## config.mk

```make
export PLATFORM = sky130hd
export DESIGN_NAME = instr_fetch_unit
export DESIGN_NICKNAME = d
export VERILOG_FILES = /design/src/rtl/instr_fetch_unit.sv
export SDC_FILE = /design/constraint.sdc
export NUM_CORES = 1
export LEC_CHECK = 0
export BUFFER_PORTS_ARGS = -buffer_cell sky130_fd_sc_hd__buf_2
export CORE_MARGIN = 8
export CORE_UTILIZATION = 52
export DETAILED_ROUTE_END_ITERATION = 10
export PLACE_DENSITY = 0.8
export SLEW_MARGIN = 20
export SYNTH_ARGS = -nofsm -noshare
export SYNTH_HDL_FRONTEND = slang
export SYNTH_SLANG_ARGS = --single-unit
```

## constraint.sdc

```tcl
create_clock -name clk -period 2 [get_ports clk]
set_input_delay 0.2 -clock clk [delete_from_list [all_inputs] [get_ports clk]]
set_output_delay 0.2 -clock clk [all_outputs]
set_load 0.005 [all_outputs]
```

## src/rtl/instr_fetch_unit.sv

```systemverilog
// IF stage: owns the PC, issues I-cache reads, and holds one fetched instruction
// in an IF/ID register until decode accepts it. Handles stall, redirect and HLT.
module instr_fetch_unit #(
   parameter logic [15:0] RESET_PC    = 16'h0000,
   parameter logic [15:0] PC_STEP     = 16'd2,
   parameter logic [3:0]  HALT_OPCODE = 4'hF
) (
   input  logic        clk,
   input  logic        rst,
   input  logic        stall_in,
   input  logic        redirect,
   input  logic [15:0] redirect_pc,
   output logic [15:0] iaddr,
   output logic        iren,
   input  logic [15:0] idata,
   input  logic        idata_ready,
   output logic [15:0] inst_out,
   output logic [15:0] pc_out,
   output logic [15:0] pc_plus2_out,
   output logic        inst_valid,
   output logic        fetch_stall
);

   // Handshakes: the I-cache request is iren/iaddr, answered by idata_ready (same
   // cycle on a hit, later on a miss; iren/iaddr are frozen until then). Decode
   // takes the output register on a cycle with inst_valid=1 and stall_in=0.

   typedef enum logic {
      ST_RUN    = 1'b0,
      ST_HALTED = 1'b1
   } state_t;

   state_t      state, state_nx;
   logic [15:0] pc, pc_nx;
   logic [15:0] target, target_nx;
   logic        busy, busy_nx;
   logic        squash, squash_nx;
   logic [15:0] inst_nx, pc_out_nx, pc_plus2_nx;
   logic        valid_nx;

   logic        accept;
   logic        resp;
   logic        is_halt;

   assign iaddr = pc;

   always_comb begin
      accept      = inst_valid & ~stall_in;
      iren        = ~rst & (busy | ((state == ST_RUN) & (~inst_valid | ~stall_in)));
      resp        = iren & idata_ready;
      fetch_stall = iren & ~idata_ready;
      is_halt     = (idata[15:12] == HALT_OPCODE);

      state_nx    = state;
      pc_nx       = pc;
      target_nx   = target;
      busy_nx     = busy;
      squash_nx   = squash;
      inst_nx     = inst_out;
      pc_out_nx   = pc_out;
      pc_plus2_nx = pc_plus2_out;
      valid_nx    = inst_valid;

      if (redirect) begin
         valid_nx = 1'b0;
         state_nx = ST_RUN;
         if (iren & ~idata_ready) begin
            // iaddr must stay frozen, so the target waits until the stale response returns
            busy_nx   = 1'b1;
            squash_nx = 1'b1;
            target_nx = redirect_pc;
         end else begin
            busy_nx   = 1'b0;
            squash_nx = 1'b0;
            pc_nx     = redirect_pc;
         end
      end else if (resp & squash) begin
         busy_nx   = 1'b0;
         squash_nx = 1'b0;
         pc_nx     = target;
         if (accept) begin
            valid_nx = 1'b0;
         end
      end else if (resp) begin
         inst_nx     = idata;
         pc_out_nx   = pc;
         pc_plus2_nx = pc + PC_STEP;
         valid_nx    = 1'b1;
         busy_nx     = 1'b0;
         if (is_halt) begin
            state_nx = ST_HALTED;
         end else begin
            pc_nx = pc + PC_STEP;
         end
      end else begin
         if (iren) begin
            busy_nx = 1'b1;
         end
         if (accept) begin
            valid_nx = 1'b0;
         end
      end
   end

   always_ff @(posedge clk) begin
      if (rst) begin
         state        <= ST_RUN;
         pc           <= RESET_PC;
         target       <= RESET_PC;
         busy         <= 1'b0;
         squash       <= 1'b0;
         inst_out     <= 16'h0000;
         pc_out       <= 16'h0000;
         pc_plus2_out <= 16'h0000;
         inst_valid   <= 1'b0;
      end else begin
         state        <= state_nx;
         pc           <= pc_nx;
         target       <= target_nx;
         busy         <= busy_nx;
         squash       <= squash_nx;
         inst_out     <= inst_nx;
         pc_out       <= pc_out_nx;
         pc_plus2_out <= pc_plus2_nx;
         inst_valid   <= valid_nx;
      end
   end

endmodule

```

; ---- Word level (Yosys, flattened, before mapping)
; Cells that the tools add are included.
[totals]
reg_bits = 84
latchBits = 0
ramBits = 0
mem_bits_ro = 0
in_bits = 37
out_inout_bits = 67
elab_cells = 51
n_memories = 0
[op_classes]
n_addsub = 1
multipliers = 0
div = 0
order_cmp = 0
n_eq_ne = 3
n_shift = 0
mux = 15
bitwise = 15
n_reduce_logical = 8
[ops]
columns = cell, n
row1 = $mux W16, 5
row2 = $add A16 B2 Y16 const B, 1
row3 = $mux W1, 10
row4 = $reduce_and A3 Y1, 3
row5 = $not A1 Y1, 7
row6 = $and A1 B1 Y1, 6
row7 = $eq A4 B4 Y1 const B, 1
row8 = $reduce_bool A4 Y1, 1
row9 = $ne A3 B2 Y1 const B, 1
row10 = $reduce_bool A3 Y1, 1
row11 = $ne A2 B2 Y1 const B, 1
row12 = $or A1 B1 Y1, 2
row13 = $reduce_and A2 Y1, 1
row14 = $reduce_bool A2 Y1, 1
row15 = $reduce_or A2 Y1, 1

; ---- Longest topological paths before layout
; Gate-level depths: netlist of run 1.
[depth]
depth_word = 9
mapped_depth = 8
ltp_nobuf = 6

; ---- Worst setup path before layout of run 1
; OpenSTA, ideal clock, no wires.
[synth_path]
path_kind = reg-to-reg
start = register inst_valid
end = register pc_plus2_out[14]
setup_time_ps = 131
arrival_ps = 1448
required_time_ps = 1869
slack_ps = 421
path_stages_with_launch = 8
path_buffers = 2
period_less_slack_ps = 1579
cell_sequence = dfxtp_1 -> a21oi_4 -> o211ai_4 -> or3_1 -> clkbuf_2 -> buf_6 -> nor2_1 -> nor3_1
[synth_via]
elab_chain_len = 9
[synth_lines]
columns = element, line
row1 = from (decl), 20  ; output logic inst_valid,
row2 = from (signal assigned), 125  ; inst_valid <= valid_nx;
row3 = $not A1 Y1 *, 49  ; iren = ~rst & (busy | ((state == ST_RUN) & (~inst_valid | ~stall_in)));
row4 = $or A1 B1 Y1 *, 49
row5 = $and A1 B1 Y1 *, 49
row6 = $or A1 B1 Y1 *, 49
row7 = $and A1 B1 Y1 *, 49
row8 = $and A1 B1 Y1 *, 50  ; resp = iren & idata_ready;
row9 = $and A1 B1 Y1, 77  ; end else if (resp & squash) begin
row10 = $not A1 Y1 (no line), --
row11 = $reduce_and A3 Y1 (no line) *, --
row12 = to (signal assigned), 124  ; pc_plus2_out <= pc_plus2_nx;
row13 = to (decl), 19  ; output logic [15:0] pc_plus2_out,
; Mark *: on every way between the ends. The rest lies on a longest branch, timed or not.
; A chain may end at the register's enable or synchronous reset.

; ---- Worst setup path in the final report of run 1
[layout_path]
start = register inst_valid
end = output fetch_stall
[layout_via]
elab_chain_len = 6
[layout_lines]
columns = element, line
row1 = $not A1 Y1, 49
row2 = $or A1 B1 Y1, 49
row3 = $and A1 B1 Y1, 49
row4 = $or A1 B1 Y1, 49
row5 = $and A1 B1 Y1, 49
row6 = $and A1 B1 Y1, 51  ; fetch_stall = iren & ~idata_ready;
row7 = to (decl), 21  ; output logic fetch_stall
; Every way passes these cells.

==> results.ini, run 1 <==
[worst_setup_path]
cpPeakStageDelay_ps=350
crit_path_max_fanout=15
r2r_cells=6
cp_cell_sequence=a21oi_4, o21a_1, buf_4, buf_2
cpLargestDelayFamily=compound AO/OA/AOI/OAI gates
cp-end-kind=primary output
worstSetupEndpoint=fetch_stall
critPathKind=reg2out
start_kind=flip-flop
r2r_start=inst_valid
cp.buffers_inverters=2
slowest_stage=dfxtp_1
critPathArrivalTime_ps=1690
required_ps=1800
r2r-end=pc_plus2_out[12]
crit_path_start=inst_valid
reg2reg_slack_ps=210
path_depth=4

[detailed_routing]
via_per_inst=5.351
drtIter0Drc=163
vias=3505
routed_wl_um=9648
drc=0
ant_nets=0
wire_per_inst_um=14.73
firstDrtPassIters=5

[global_route]
groute.usage.overall_pct=19.05
antenna_found_initial=0
grt-ovfl-total=0
grt_first_pass_wirelength_um=15830
grt_max_degree=68
grt_pass1_vias=3327

[floorplanning]
die_w_um=100.6
die_h_um=100.6
ios=104
core_mm2=0.007098
initial_core_util_pct=52.46
row_count=31
die_area_mm2=0.01012

[logic_synthesis]
ys_seq_area_share_pct=44.62
syn-num-nets=499
netlist_instances=461
synth-edff-count=0
async_flop_share_pct=0
syn_area_mm2=0.003724
synthFlopType=dfxtp_1
ys_seq_elements=83
synth.avg_cell_area_um2=8.077
synth.distinct_cells=51
ys.warnings.count=0

[clocking]
h-tree-depth=3
postCtsSetupRepairBufs=0
clockRootBuffer=clkbuf_8
clock_path_buffers=2
clk_pin_slew_worst_paths_ps=80
cts_made_buffers=9
clk-insertion-delay-late_ps=350
postCtsHoldBufs=0
cts-resized-gates=0
clock_sinks=83
cts_tree=done

[sta]
worst_pin_slew_ps=674.0
final.setup_skew_ps=8.560
setup_viol=0
slew-limit-headroom_pct=55.07
min_period_ps=1887
rsz0062_at_grt=false
fin_crit_sh_pct=94.34
hold_viol_final=0
slew_viol_final=0
worst_slack_ps=113.2
clock.fmax_ghz=0.5300
fin_tns_setup_ps=0

[pwr]
power_uw=3318
power.density_mw_per_mm2=748.0
power.leakage_uw=0.001892
ir_drop_mv=0.3381

[layout]
finalNonFillerCells=655
drive_gt1_share_pct=26.26
stdcell_area_mm2=0.004436
area_growth_pct=19.12
num_antenna_cells=0
nNetsFinal=590

[placed_design]
post-dp-hpwl_um=7038
placed_area_mm2=0.004267
place_inst=640
gp_congestion=0.8590
pre_cts_slack_ps=214.1
portBuffers=103

[flow_run]
cap_violations=0

[outcome]
status=finished clean

[worst_hold_path]
hold_path_class=in2reg

-- cell usage after synthesis (2+ instances only) --
| cell | number | area [um2] |
|---|---|---|
| inv_1 | 12 | 45.04 |
| nor3_1 | 6 | 30.03 |
| xor2_1 | 5 | 43.79 |
| buf_2 | 13 | 65.06 |
| a211oi_1 | 9 | 67.56 |
| dfxtp_1 | 83 | 1662 |
| o32ai_1 | 4 | 35.03 |
| nor4_1 | 3 | 18.77 |
| a22oi_1 | 5 | 37.54 |
| buf_6 | 4 | 45.04 |
| xnor2_1 | 8 | 70.07 |
| clkbuf_1 | 10 | 37.54 |
| buf_4 | 6 | 45.04 |
| nand2_1 | 102 | 382.9 |
| o22ai_1 | 6 | 37.54 |
| nand4_4 | 2 | 42.54 |
| o211a_1 | 6 | 60.06 |
| o21a_1 | 2 | 15.01 |
| clkbuf_2 | 2 | 10.01 |
| o211ai_1 | 7 | 52.55 |
| o221a_2 | 3 | 33.78 |
| nor2_1 | 50 | 187.7 |
| mux2i_1 | 2 | 20.02 |
| a21oi_1 | 58 | 290.3 |
| o21ai_0 | 7 | 35.03 |
| nand3_1 | 21 | 105.1 |
-- per-stage QoR --
stage / utilization, % / hold slack [ps]
global placement: 60.11 / 438.5
finish: 62.49 / 82.39
CTS: 62.49 / 75.05
floorplan: - / 336.0
global route: 62.49 / 81.92
detailed placement: 60.11 / 444.3
-- flip-flops by register name, summed over array words and instances (netlist names) --
signal        count
target           16
pc_plus2_out     15
pc_out           16
iaddr            16
state             1
busy              1
inst_valid        1
inst_out         16
squash            1
-- metal layers --
| layer | global-route usage (%) | wire length (um) | up-vias |
|---|---|---|---|
| met4 | 6.512 | 138 | 0 |
| met3 | 5.387 | 824 | 11 |
| met2 | 29.75 | 4279 | 148 |
| met5 | 0 | 0 | - |
| li1 | - | - | 1766 |
| met1 | 24.46 | 4405 | 1580 |
-- worst min-delay path by stage --
stage,from,endpoint,slack (ps),depth (start not counted)
6_report,idata[11],inst_out[11],80,3
2_1_floorplan,idata[0],inst_out[0],340,2
5_1_grt,idata[6],inst_out[6],80,3
3_3_place_gp,inst_out[3],inst_out[3],440,2
4_1_cts,idata[6],inst_out[6],80,3
3_5_place_dp,target[1],target[1],440,2
-- cell type report --
type | count | area [um2]
Timing Repair Buffer | 116 | 625.6
Sequential cell | 83 | 1662
Tap cell | 99 | 123.9
Fill cell | 635 | 2663
Multi-Input combinational cell | 329 | 1807
Inverter | 13 | 48.80
Clock inverter | 4 | 27.53
Clock buffer | 11 | 141.4
-- where the power goes --
group          internal, uW  leakage [uW]  switching (uW)
clock                   476     0.0000774             572
sequential             1720      0.000676            81.5
combinational           194       0.00114             270
total                  2390       0.00189             923
-- kinds of logic after synthesis --
kind of cell	Yosys count	synth area share [%]
simple gates	193	22.92
compound gates	120	21.67
flops	83	44.62
buf+inv	49	6.854
xor+xnor	13	3.058
mux	2	0.5377
fa+ha+maj	1	0.3360
-- cells in the final DEF (no fill, tap or decap), types with 8 or more instances in the layout --
| master | instances |
|---|---|
| nor2_1 | 50 |
| inv_1 | 12 |
| buf_2 | 103 |
| a21oi_1 | 58 |
| buf_4 | 12 |
| xnor2_1 | 8 |
| clkbuf_8 | 10 |
| dfxtp_1 | 83 |
| nand2_1 | 102 |
| nand3_1 | 21 |
| a211oi_1 | 9 |
-- tightest hold or removal path, delay by kind of cell --
kind	cells	cell delay, ps
and+or+nand+nor	1	40
buffers and inverters	1	90
AOI/OAI and AO/OA	1	50
(Power assumes the default switching activity.)
==> inputs of run 2 (changes only) <==
Settings changed: CTS_BUF_LIST set to sky130_fd_sc_hd__clkbuf_16.
==> results.ini, run 2 (synthesis gave the netlist of run 1 again) <==
[sta]
fin_crit_sh_pct=92.76
worst_pin_slew_ps=693.9
fin_tns_setup_ps=0
worst_slack_ps=144.9
slew-limit-headroom_pct=53.74
final.setup_skew_ps=4.202
hold_viol_final=0
rsz0062_at_grt=false
slew_viol_final=0
min_period_ps=1855
setup_viol=0
clock.fmax_ghz=0.5391

[layout]
nNetsFinal=590
ff_latch_area_mm2=0.001662
drive_gt1_share_pct=26.08
fill_cells=615
area_growth_pct=21.57
stdcell_area_mm2=0.004527
final_common_cell=buf_2
num_antenna_cells=0
multi_input_area_mm2=0.001807
layout_common_cells=buf_2, nand2_1, dfxtp_1

[floorplanning]
die_w_um=100.6
core_mm2=0.007098
ios=104
row_count=31
die_h_um=100.6
initial_core_util_pct=52.46
die_area_mm2=0.01012

[clocking]
h-tree-depth=3
cts-resized-gates=0
clock_path_buffers=2
postCtsHoldBufs=0
cts_tree=done
clk-insertion-delay-late_ps=330
postCtsSetupRepairBufs=0
cts_made_buffers=9
clock_sinks=83
clockRootBuffer=clkbuf_16
clk_pin_slew_worst_paths_ps=60

[global_route]
grt_pass1_vias=3317
grt_first_pass_wirelength_um=15840
grt-ovfl-total=0
antenna_found_initial=0
grt_max_degree=68
groute.usage.overall_pct=19.30

[detailed_routing]
wire_per_inst_um=14.79
firstDrtPassIters=4
drtIter0Drc=185
via_per_inst=5.353
routed_wl_um=9686
drc=0
ant_nets=0
vias=3506

[placed_design]
placed_area_mm2=0.004267
pre_cts_slack_ps=214.1
portBuffers=103
post-dp-hpwl_um=7038
gp_congestion=0.8590

[worst_setup_path]
critPathKind=reg2out
required_ps=1800
crit_path_max_fanout=15
cp-end-kind=primary output
start_kind=flip-flop
critPathArrivalTime_ps=1660

[flow_run]
cap_violations=0

[worst_hold_path]
hold_path_class=in2reg

[pwr]
power.leakage_uw=0.001936
ir_drop_mv=0.3768
power.density_mw_per_mm2=820.9

[outcome]
status=finished clean

==> run 2: layer usage <==
layer  vias up  global-route usage (%)  wire (um)  part of all wire, %
met1      1601                   24.68       4378                   45
met5         -                       0          0                    0
met3        11                   5.663        773                  8.0
met2       125                   29.44       4394                   45
met4         0                   8.140        138                  1.4
li1       1769                       -          -                    -
==> run 2: area by class of cell <==
type | instances | share of cell area (%)
multi-input combinational | 329 | 39.91
clock buffer | 9 | 4.975
tap | 99 | 2.736
inverter | 13 | 1.078
sequential | 83 | 36.71
clock inverter | 6 | 0.7739
timing repair buffer | 116 | 13.82
==> run 2: power breakdown <==
| part | internal (uW) | leakage [uW] | total [uW] | switching [uW] |
|---|---|---|---|---|
| clock network | 821 | 0.000122 | 1450 | 624 |
| registers | 1730 | 0.000676 | 1810 | 81.3 |
| logic | 194 | 0.00114 | 462 | 268 |
| total | 2740 | 0.00194 | 3720 | 974 |
==> run 2: worst paths after layout <==
kind	startpoint	to	slack, ps	depth (start not counted)
worst max-delay path	inst_valid	fetch_stall	140	4
worst min-delay path	idata[11]	inst_out[11]	100	3
worst max register to register	inst_valid	pc_plus2_out[12]	220	6
worst min register to register	inst_out[3]	inst_out[3]	450	2
==> run 2: per-stage QoR <==
stage          hold slack (ps)  instances  utilization (%)  total power [uW]
2_1_floorplan            336.0        461                -              2118
3_3_place_gp             438.5        640            60.11              2291
3_5_place_dp             444.3        640            60.11              2300
4_1_cts                  98.79        655            63.78              3733
5_1_grt                  106.5        655            63.78              3882
6_report                 100.2        655            63.78              3716
==> run 2: worst max-delay path, cell delays in order (launching register included) <==
cell and delay [ps]:
dfxtp_1 340, a21oi_4 300, o21a_1 290, buf_4 250, buf_2 140
